<file path="src/rtl/pifo_calendar_enq_ctrl.sv">
// rtl/pifo_calendar_enq_ctrl.sv - calendar-queue enqueue/dequeue controller in front of a PIFO atom chain
//
// Purpose: stages enqueue requests {address, delta} in a small FIFO and turns
// each one into an absolute-rank PIFO element (rank = vtime + delta, with an
// overflow epoch bit). It issues insert/pop strobes to the atom chain, tracks
// occupancy, and advances virtual time to the rank of each popped head.
//
// Optional feature: define PIFO_ENQ_BYPASS_EN to let a request that arrives
// while the staging FIFO is empty go straight to the atoms in its accept cycle.
//
// Ports:
//   clk, rstn                  clock, asynchronous active-low reset
//   s_enq_valid/ready          enqueue handshake
//   s_enq_address, s_enq_delta buffer address and rank offset of the request
//   s_deq_req                  pop request (ignored when the chain is empty)
//   m_deq_valid/element        one-cycle pulse with the popped head element
//   in_pifo_head               head atom contents
//   out_pifo_input             element broadcast to the atoms (0 when idle)
//   out_ctl_insert/pop         atom control strobes
//   out_global_overflow_bit    overflow bit of the last dequeued element
//   out_pifo_count             number of occupied atoms

module pifo_calendar_enq_ctrl #(
   parameter int ELEMENT_WIDTH           = 32,
   parameter int ELEMENT_RANK_WIDTH      = 18,
   parameter int PIFO_INFO_ADDRESS_WIDTH = 12,
   parameter int PIFO_DEPTH              = 16,
   parameter int FIFO_DEPTH              = 4
) (
   input  logic                                 clk,
   input  logic                                 rstn,
   input  logic                                 s_enq_valid,
   output logic                                 s_enq_ready,
   input  logic [PIFO_INFO_ADDRESS_WIDTH-1:0]   s_enq_address,
   input  logic [ELEMENT_RANK_WIDTH-1:0]        s_enq_delta,
   input  logic                                 s_deq_req,
   output logic                                 m_deq_valid,
   output logic [ELEMENT_WIDTH-1:0]             m_deq_element,
   input  logic [ELEMENT_WIDTH-1:0]             in_pifo_head,
   output logic [ELEMENT_WIDTH-1:0]             out_pifo_input,
   output logic                                 out_ctl_insert,
   output logic                                 out_ctl_pop,
   output logic                                 out_global_overflow_bit,
   output logic [$clog2(PIFO_DEPTH+1)-1:0]      out_pifo_count
);

   localparam int RW    = ELEMENT_RANK_WIDTH;
   localparam int AW    = PIFO_INFO_ADDRESS_WIDTH;
   localparam int CNT_W = $clog2(PIFO_DEPTH + 1);
   localparam int PTR_W = $clog2(FIFO_DEPTH);
   localparam int ENT_W = AW + RW;

   // Staging FIFO entries are {address, delta}; pointers carry one extra
   // wrap bit so full and empty are distinguishable.
   logic [ENT_W-1:0]   fifo_mem_q [FIFO_DEPTH];
   logic [ENT_W-1:0]   fifo_mem_d [FIFO_DEPTH];
   logic [PTR_W:0]     wr_ptr_q, wr_ptr_d;
   logic [PTR_W:0]     rd_ptr_q, rd_ptr_d;
   logic [RW-1:0]      vtime_q, vtime_d;
   logic               gov_q, gov_d;
   logic [CNT_W-1:0]   count_q, count_d;
   logic               deq_valid_q, deq_valid_d;
   logic [ELEMENT_WIDTH-1:0] deq_elem_q, deq_elem_d;

   logic               fifo_empty, fifo_full;
   logic               enq_fire, fifo_push, fifo_pop;
   logic               pop_issue, ins_allowed, bypass, insert_issue;
   logic [ENT_W-1:0]   head_entry, ins_entry;
   logic [AW-1:0]      ins_addr;
   logic [RW-1:0]      ins_delta;
   logic [RW:0]        rank_sum;

   always_comb begin
      fifo_empty = (wr_ptr_q == rd_ptr_q);
      fifo_full  = (wr_ptr_q[PTR_W] != rd_ptr_q[PTR_W]) &&
                   (wr_ptr_q[PTR_W-1:0] == rd_ptr_q[PTR_W-1:0]);
      head_entry = fifo_mem_q[rd_ptr_q[PTR_W-1:0]];

      enq_fire   = rstn & s_enq_valid & ~fifo_full;
      pop_issue  = rstn & s_deq_req & (count_q != '0);
      // A full chain can still take an insert when a pop frees a slot in the
      // same cycle.
      ins_allowed = (count_q < CNT_W'(PIFO_DEPTH)) | pop_issue;

`ifdef PIFO_ENQ_BYPASS_EN
      // Only an empty FIFO may be bypassed, which keeps request order intact.
      bypass = fifo_empty & enq_fire & ins_allowed;
`else
      bypass = 1'b0;
`endif

      fifo_pop     = rstn & ~fifo_empty & ins_allowed;
      fifo_push    = enq_fire & ~bypass;
      insert_issue = fifo_pop | bypass;

      ins_entry = fifo_empty ? {s_enq_address, s_enq_delta} : head_entry;
      ins_addr  = ins_entry[ENT_W-1:RW];
      ins_delta = ins_entry[RW-1:0];

      // The carry out of vtime + delta means the rank wrapped into the next
      // epoch, so it flips the element's overflow bit relative to the epoch
      // of the current head.
      rank_sum = {1'b0, vtime_q} + {1'b0, ins_delta};

      out_pifo_input = '0;
      if (insert_issue) begin
         out_pifo_input = {1'b1, gov_q ^ rank_sum[RW], rank_sum[RW-1:0], ins_addr};
      end

      fifo_mem_d = fifo_mem_q;
      if (fifo_push) begin
         fifo_mem_d[wr_ptr_q[PTR_W-1:0]] = {s_enq_address, s_enq_delta};
      end
      wr_ptr_d = fifo_push ? wr_ptr_q + 1'b1 : wr_ptr_q;
      rd_ptr_d = fifo_pop  ? rd_ptr_q + 1'b1 : rd_ptr_q;

      count_d = count_q;
      if (insert_issue && !pop_issue) begin
         count_d = count_q + 1'b1;
      end else if (pop_issue && !insert_issue) begin
         count_d = count_q - 1'b1;
      end

      // Virtual time follows the head being popped; inserts in the same
      // cycle have already used the old value above.
      vtime_d     = pop_issue ? in_pifo_head[AW +: RW] : vtime_q;
      gov_d       = pop_issue ? in_pifo_head[ELEMENT_WIDTH-2] : gov_q;
      deq_valid_d = pop_issue;
      deq_elem_d  = pop_issue ? in_pifo_head : deq_elem_q;
   end

   always_ff @(posedge clk or negedge rstn) begin
      if (!rstn) begin
         for (int i = 0; i < FIFO_DEPTH; i++) begin
            fifo_mem_q[i] <= '0;
         end
         wr_ptr_q    <= '0;
         rd_ptr_q    <= '0;
         vtime_q     <= '0;
         gov_q       <= 1'b0;
         count_q     <= '0;
         deq_valid_q <= 1'b0;
         deq_elem_q  <= '0;
      end else begin
         fifo_mem_q  <= fifo_mem_d;
         wr_ptr_q    <= wr_ptr_d;
         rd_ptr_q    <= rd_ptr_d;
         vtime_q     <= vtime_d;
         gov_q       <= gov_d;
         count_q     <= count_d;
         deq_valid_q <= deq_valid_d;
         deq_elem_q  <= deq_elem_d;
      end
   end

   assign s_enq_ready             = rstn & ~fifo_full;
   assign out_ctl_insert          = insert_issue;
   assign out_ctl_pop             = pop_issue;
   assign m_deq_valid             = deq_valid_q;
   assign m_deq_element           = deq_elem_q;
   assign out_global_overflow_bit = gov_q;
   assign out_pifo_count          = count_q;

endmodule

</file>
<file path="config.mk">
export PLATFORM = sky130hd
export DESIGN_NAME = pifo_calendar_enq_ctrl
export DESIGN_NICKNAME = d
export VERILOG_FILES = /design/src/rtl/pifo_calendar_enq_ctrl.sv
export SDC_FILE = /design/constraint.sdc
export NUM_CORES = 1
export LEC_CHECK = 0
export ABC_AREA = 0
export BUFFER_PORTS_ARGS = -buffer_cell sky130_fd_sc_hd__buf_2
export CAP_MARGIN = 20
export CELL_PAD_IN_SITES_DETAIL_PLACEMENT = 1
export CELL_PAD_IN_SITES_GLOBAL_PLACEMENT = 2
export CORE_ASPECT_RATIO = 0.9
export CORE_MARGIN = 4
export CORE_UTILIZATION = 40
export CTS_CLUSTER_DIAMETER = 150
export CTS_CLUSTER_SIZE = 25
export DETAILED_ROUTE_END_ITERATION = 12
export PLACE_DENSITY_LB_ADDON = 0.2
export RECOVER_POWER = 25
export SYNTH_ARGS = -nofsm -noshare
export SYNTH_HDL_FRONTEND = slang
export SYNTH_SLANG_ARGS = --single-unit
</file>
<file path="constraint.sdc">
create_clock -name clk -period 4.1 [get_ports clk]
set_input_delay 0.41 -clock clk [delete_from_list [all_inputs] [get_ports clk]]
set_output_delay 0.41 -clock clk [all_outputs]
set_load 0.02 [all_outputs]
</file>
==> parameters.txt <==
Parameter                              Value

Route
  Final wirelength ... 22.9 mm
  Number of violations reported at the end of detailed-routing iteration 0 ... 187
  First drt pass iteration count ... 4
  Via total after detailed routing ... 5663
  Wire length per cell after detailed routing ... 21.4 um
  Post-route DRC ... 0
  Via density per instance ... 5.27
  Routed Antenna Nets ... 0

STA
  Share of the clock period used by the worst path after layout ... 98.9%
  Max-Slew Margin vs Limit ... 17.6%
  Final count of hold timing violations ... 0
  Maximum clock frequency ... 247 MHz
  Number of max-slew violations in the final report ... 0
  Total Negative Setup Slacks ... 0 ns
  Total setup violations reported at the end of the flow ... 0
  Slew at the pin closest to its max-slew limit ... 1.24 ns
  Worst Clk Skew ... 0.0130 ns
  Final Worst Setup Slack ... 0.0465 ns
  Final min period ... 4.05 ns

Clocking
  H-tree lvl count ... 4
  CTS tree ... done
  TritonCTS sink count ... 164
  Number of clock buffers inserted by TritonCTS ... 17
  Clock buffer depth ... 2
  Cell chosen for the clock root ... sky130_fd_sc_hd__clkbuf_16
  Clock Latency Late Sink ... 0.44 ns
  Clock transition at path regs ... 0.08 ns

Floorplanning
  Die boundary width ... 167 um
  Die height ... 151 um
  Site row count ... 52
  Core Box Area ... 0.0224 mm2
  Area of the die ... 0.0252 mm2
  Top-level port count ... 140
  Starting density of the core ... 40.6%

GRT
  Global-route wire length before repair ... 36.3 mm
  GRT Residual Overflow ... 0
  Number of antenna violations at the first check in global routing ... 1
  Number of global-route vias before repair ... 6284
  GRT Resource Usage Total ... 18.3%
  Pin count of the biggest net entering global routing ... 63

Power
  Combinational cell fraction of total power ... 60.1%
  Leakage power of the design ... 5.11 nW
  Switching share of power ... 40.8%
  Power density over the cells ... 1050 mW/mm2
  Overall power after layout ... 11.3 mW
  Reported net switching power ... 4.63 mW
  Internal Dissipation ... 6.70 mW
  Sequential fraction of design power ... 25.5%
  Worst vdd ir ... 0.411 mV
  Fraction of power consumed by the clock network ... 14.4%

Synth
  Syn avg cell area ... 14.6 um2
  Synth Net Count ... 719
  Fraction of the yosys area taken by sequential cells ... 45.1%
  Cell Area, Synth ... 0.00910 mm2
  Cell variety after synth ... 48
  Prevailing post-synth register cell ... sky130_fd_sc_hd__dfrtp_1
  Gate count after technology mapping ... 622
  Seq cells post-synth ... 164
  Number of enable flip-flop cells after synthesis ... 0
  Share of flip-flops with an asynchronous set or reset ... 100%
  Yosys warning count ... 0

Worst setup path
  Highest net fanout along the worst path ... 5
  Capturing element type of the critical path ... primary output
  Required time of the critical path ... 3.69 ns
  Crit Path Category ... reg -> out
  Critical Path Source Type ... flop
  Arrival time of data at the critical path endpoint ... 3.64 ns
  R2R setup slack ... 1.09 ns

Cells and area
  Nets ... 860
  Total of fill cells in the finished design ... 2281
  Share of layout cells above drive strength 1 ... 51.0%
  Syn-to-layout area delta ... 18.8%
  Layout Cell Area excl Fill ... 0.0108 mm2
  Final cell count without fillers ... 1074

Place
  Global placer's final weighted congestion ... 0.803
  Post-placement cell area ... 0.00992 mm2
  DP Wirelength ... 15.1 mm
  Count of port buffers added during placement ... 139
  # placed instances ... 1032
  Worst slack after detailed placement ... 0.354 ns

Worst hold path
  Worst hold path class ... in -> reg

Flow run
  Max-capacitance violation count ... 0

Run status
  Status ... completed
[path summary, 6_finish.rpt]
check | end | depth (start not counted) | start
min | m_deq_element[9]$_DFFE_PN0P_ | 2 | in_pifo_head[9]
max | out_pifo_input[24] | 12 | rd_ptr_q[0]$_DFFE_PN0P_
max in group asynchronous | m_deq_element[3]$_DFFE_PN0P_ | 3 | rstn
min reg2reg | wr_ptr_q[2]$_DFFE_PN0P_ | 1 | wr_ptr_q[2]$_DFFE_PN0P_
min in group asynchronous | out_pifo_count[2]$_DFFE_PN0P_ | 2 | rstn
max reg2reg | out_pifo_count[4]$_DFFE_PN0P_ | 13 | rd_ptr_q[0]$_DFFE_PN0P_
[final cells by class]
type / count / area (um2) / share of cell area, %
multi-input combinational: 408 / 4800 / 44.4
sequential: 164 / 4110 / 38.0
timing repair buffer: 157 / 873 / 8.08
clock buffer: 18 / 439 / 4.06
tap: 297 / 372 / 3.44
clock inverter: 14 / 159 / 1.47
inverter: 15 / 56.3 / 0.521
antenna: 1 / 2.50 / 0.0231
[routing by layer]
metal  routed length (um)  global-route usage [%]  part of all wire (%)
met1                10300                    24.5                    45
met2                11600                    31.2                    50
met3                  852                    3.78                   3.7
met4                  250                    4.05                   1.1
met5                    0                       0                     0
[power by group through the flow]
| stage | combinational, mW | clock, mW | sequential (mW) |
|---|---|---|---|
| global placement | 6.07 | 0 | 2.81 |
| floorplan | 4.65 | 0 | 2.85 |
| finish | 6.81 | 1.63 | 2.88 |
| global route | 7.38 | 1.76 | 2.98 |
| CTS | 6.31 | 1.68 | 2.87 |
| detailed placement | 6.17 | 0 | 2.88 |
[cell usage after synthesis (3+ instances only)]
cell type,instances,share of area [%]
sky130_fd_sc_hd__nand3_1,6,0.33
sky130_fd_sc_hd__nor3b_1,4,0.33
sky130_fd_sc_hd__buf_2,8,0.44
sky130_fd_sc_hd__nand2_8,4,0.88
sky130_fd_sc_hd__buf_12,13,2.9
sky130_fd_sc_hd__a21o_1,9,0.74
sky130_fd_sc_hd__nand2b_1,5,0.34
sky130_fd_sc_hd__mux4_2,30,7.4
sky130_fd_sc_hd__o21ai_0,12,0.66
sky130_fd_sc_hd__o211ai_1,3,0.25
sky130_fd_sc_hd__dfrtp_1,164,45
sky130_fd_sc_hd__mux2_4,119,20
sky130_fd_sc_hd__nor4_1,5,0.34
sky130_fd_sc_hd__nor2_1,13,0.54
sky130_fd_sc_hd__nor2b_1,3,0.21
sky130_fd_sc_hd__nand2_1,26,1.1
sky130_fd_sc_hd__nor3_1,8,0.44
sky130_fd_sc_hd__mux2_2,50,6.2
sky130_fd_sc_hd__clkbuf_1,10,0.41
sky130_fd_sc_hd__and2_1,14,0.96
sky130_fd_sc_hd__o21a_1,3,0.25
sky130_fd_sc_hd__xor2_1,6,0.58
sky130_fd_sc_hd__xnor2_1,11,1.1
sky130_fd_sc_hd__a21oi_1,20,1.1
sky130_fd_sc_hd__inv_1,15,0.62
sky130_fd_sc_hd__ha_1,29,4.0
[cells by family after synthesis]
| logic type | after synthesis | share of synthesized area, % |
|---|---|---|
| AOI/OAI and AO/OA | 58 | 3.90 |
| xor gates and xnor gates | 19 | 1.99 |
| muxes | 201 | 33.5 |
| buffers and inverters | 50 | 4.66 |
| DFF | 164 | 45.1 |
| and+or+nand+nor | 99 | 6.49 |
| adders and majority gates | 31 | 4.43 |
[cell usage in the layout, fill, tap and decap left out, drive strengths merged, types with 2 or more instances in the layout]
cell and n:
a211oi 2, a21o 9, a21oi 20, and2 15
and3 2, and4 2, buf 115, clkbuf 59
clkinv 2, clkinvlp 2, dfrtp 164, fa 2
ha 29, inv 24, mux2 169, mux2i 2
mux4 30, nand2 30, nand2b 5, nand3 8
nor2 13, nor2b 3, nor3 8, nor3b 4
nor4 5, o211ai 3, o21a 4, o21ai 14
o31a 2, o31ai 2, xnor2 13, xor2 6
[metrics by stage]
step,utilization [%],hold WS [ns]
2_1_floorplan,-,0.114
3_3_place_gp,44.2,0.412
3_5_place_dp,44.2,0.431
4_1_cts,47.1,0.182
5_1_grt,48.2,0.177
6_report,48.2,0.200
[worst max-delay path, cell delays in order (launching register included)]
cell and delay (ns):
sky130_fd_sc_hd__dfrtp_2 0.50, sky130_fd_sc_hd__clkbuf_16 0.21, sky130_fd_sc_hd__mux4_2 0.48, sky130_fd_sc_hd__mux2_2 0.28
sky130_fd_sc_hd__ha_1 0.22, sky130_fd_sc_hd__a21o_1 0.22, sky130_fd_sc_hd__or3_4 0.35, sky130_fd_sc_hd__o211ai_1 0.19
sky130_fd_sc_hd__buf_4 0.17, sky130_fd_sc_hd__a21o_1 0.14, sky130_fd_sc_hd__a21oi_1 0.08, sky130_fd_sc_hd__nor3b_2 0.19
sky130_fd_sc_hd__buf_4 0.18
[registers in the layout, summed over array words and instances (netlist names)]
signal,flops
rd_ptr_q,3
m_deq_element,15
wr_ptr_q,3
vtime_q,17
fifo_mem_q,120
m_deq_valid,1
out_pifo_count,5
[repair_timing]
item	CTS	global route
hold buffers	1	0
endpoints found under the setup margin	8	9
cloned	1	1
gates resized for setup	4	46
setup buffers	1	5
pin swaps	2	12
hold endpoints to repair	53	0
Power figures use the tool's default switching activity.
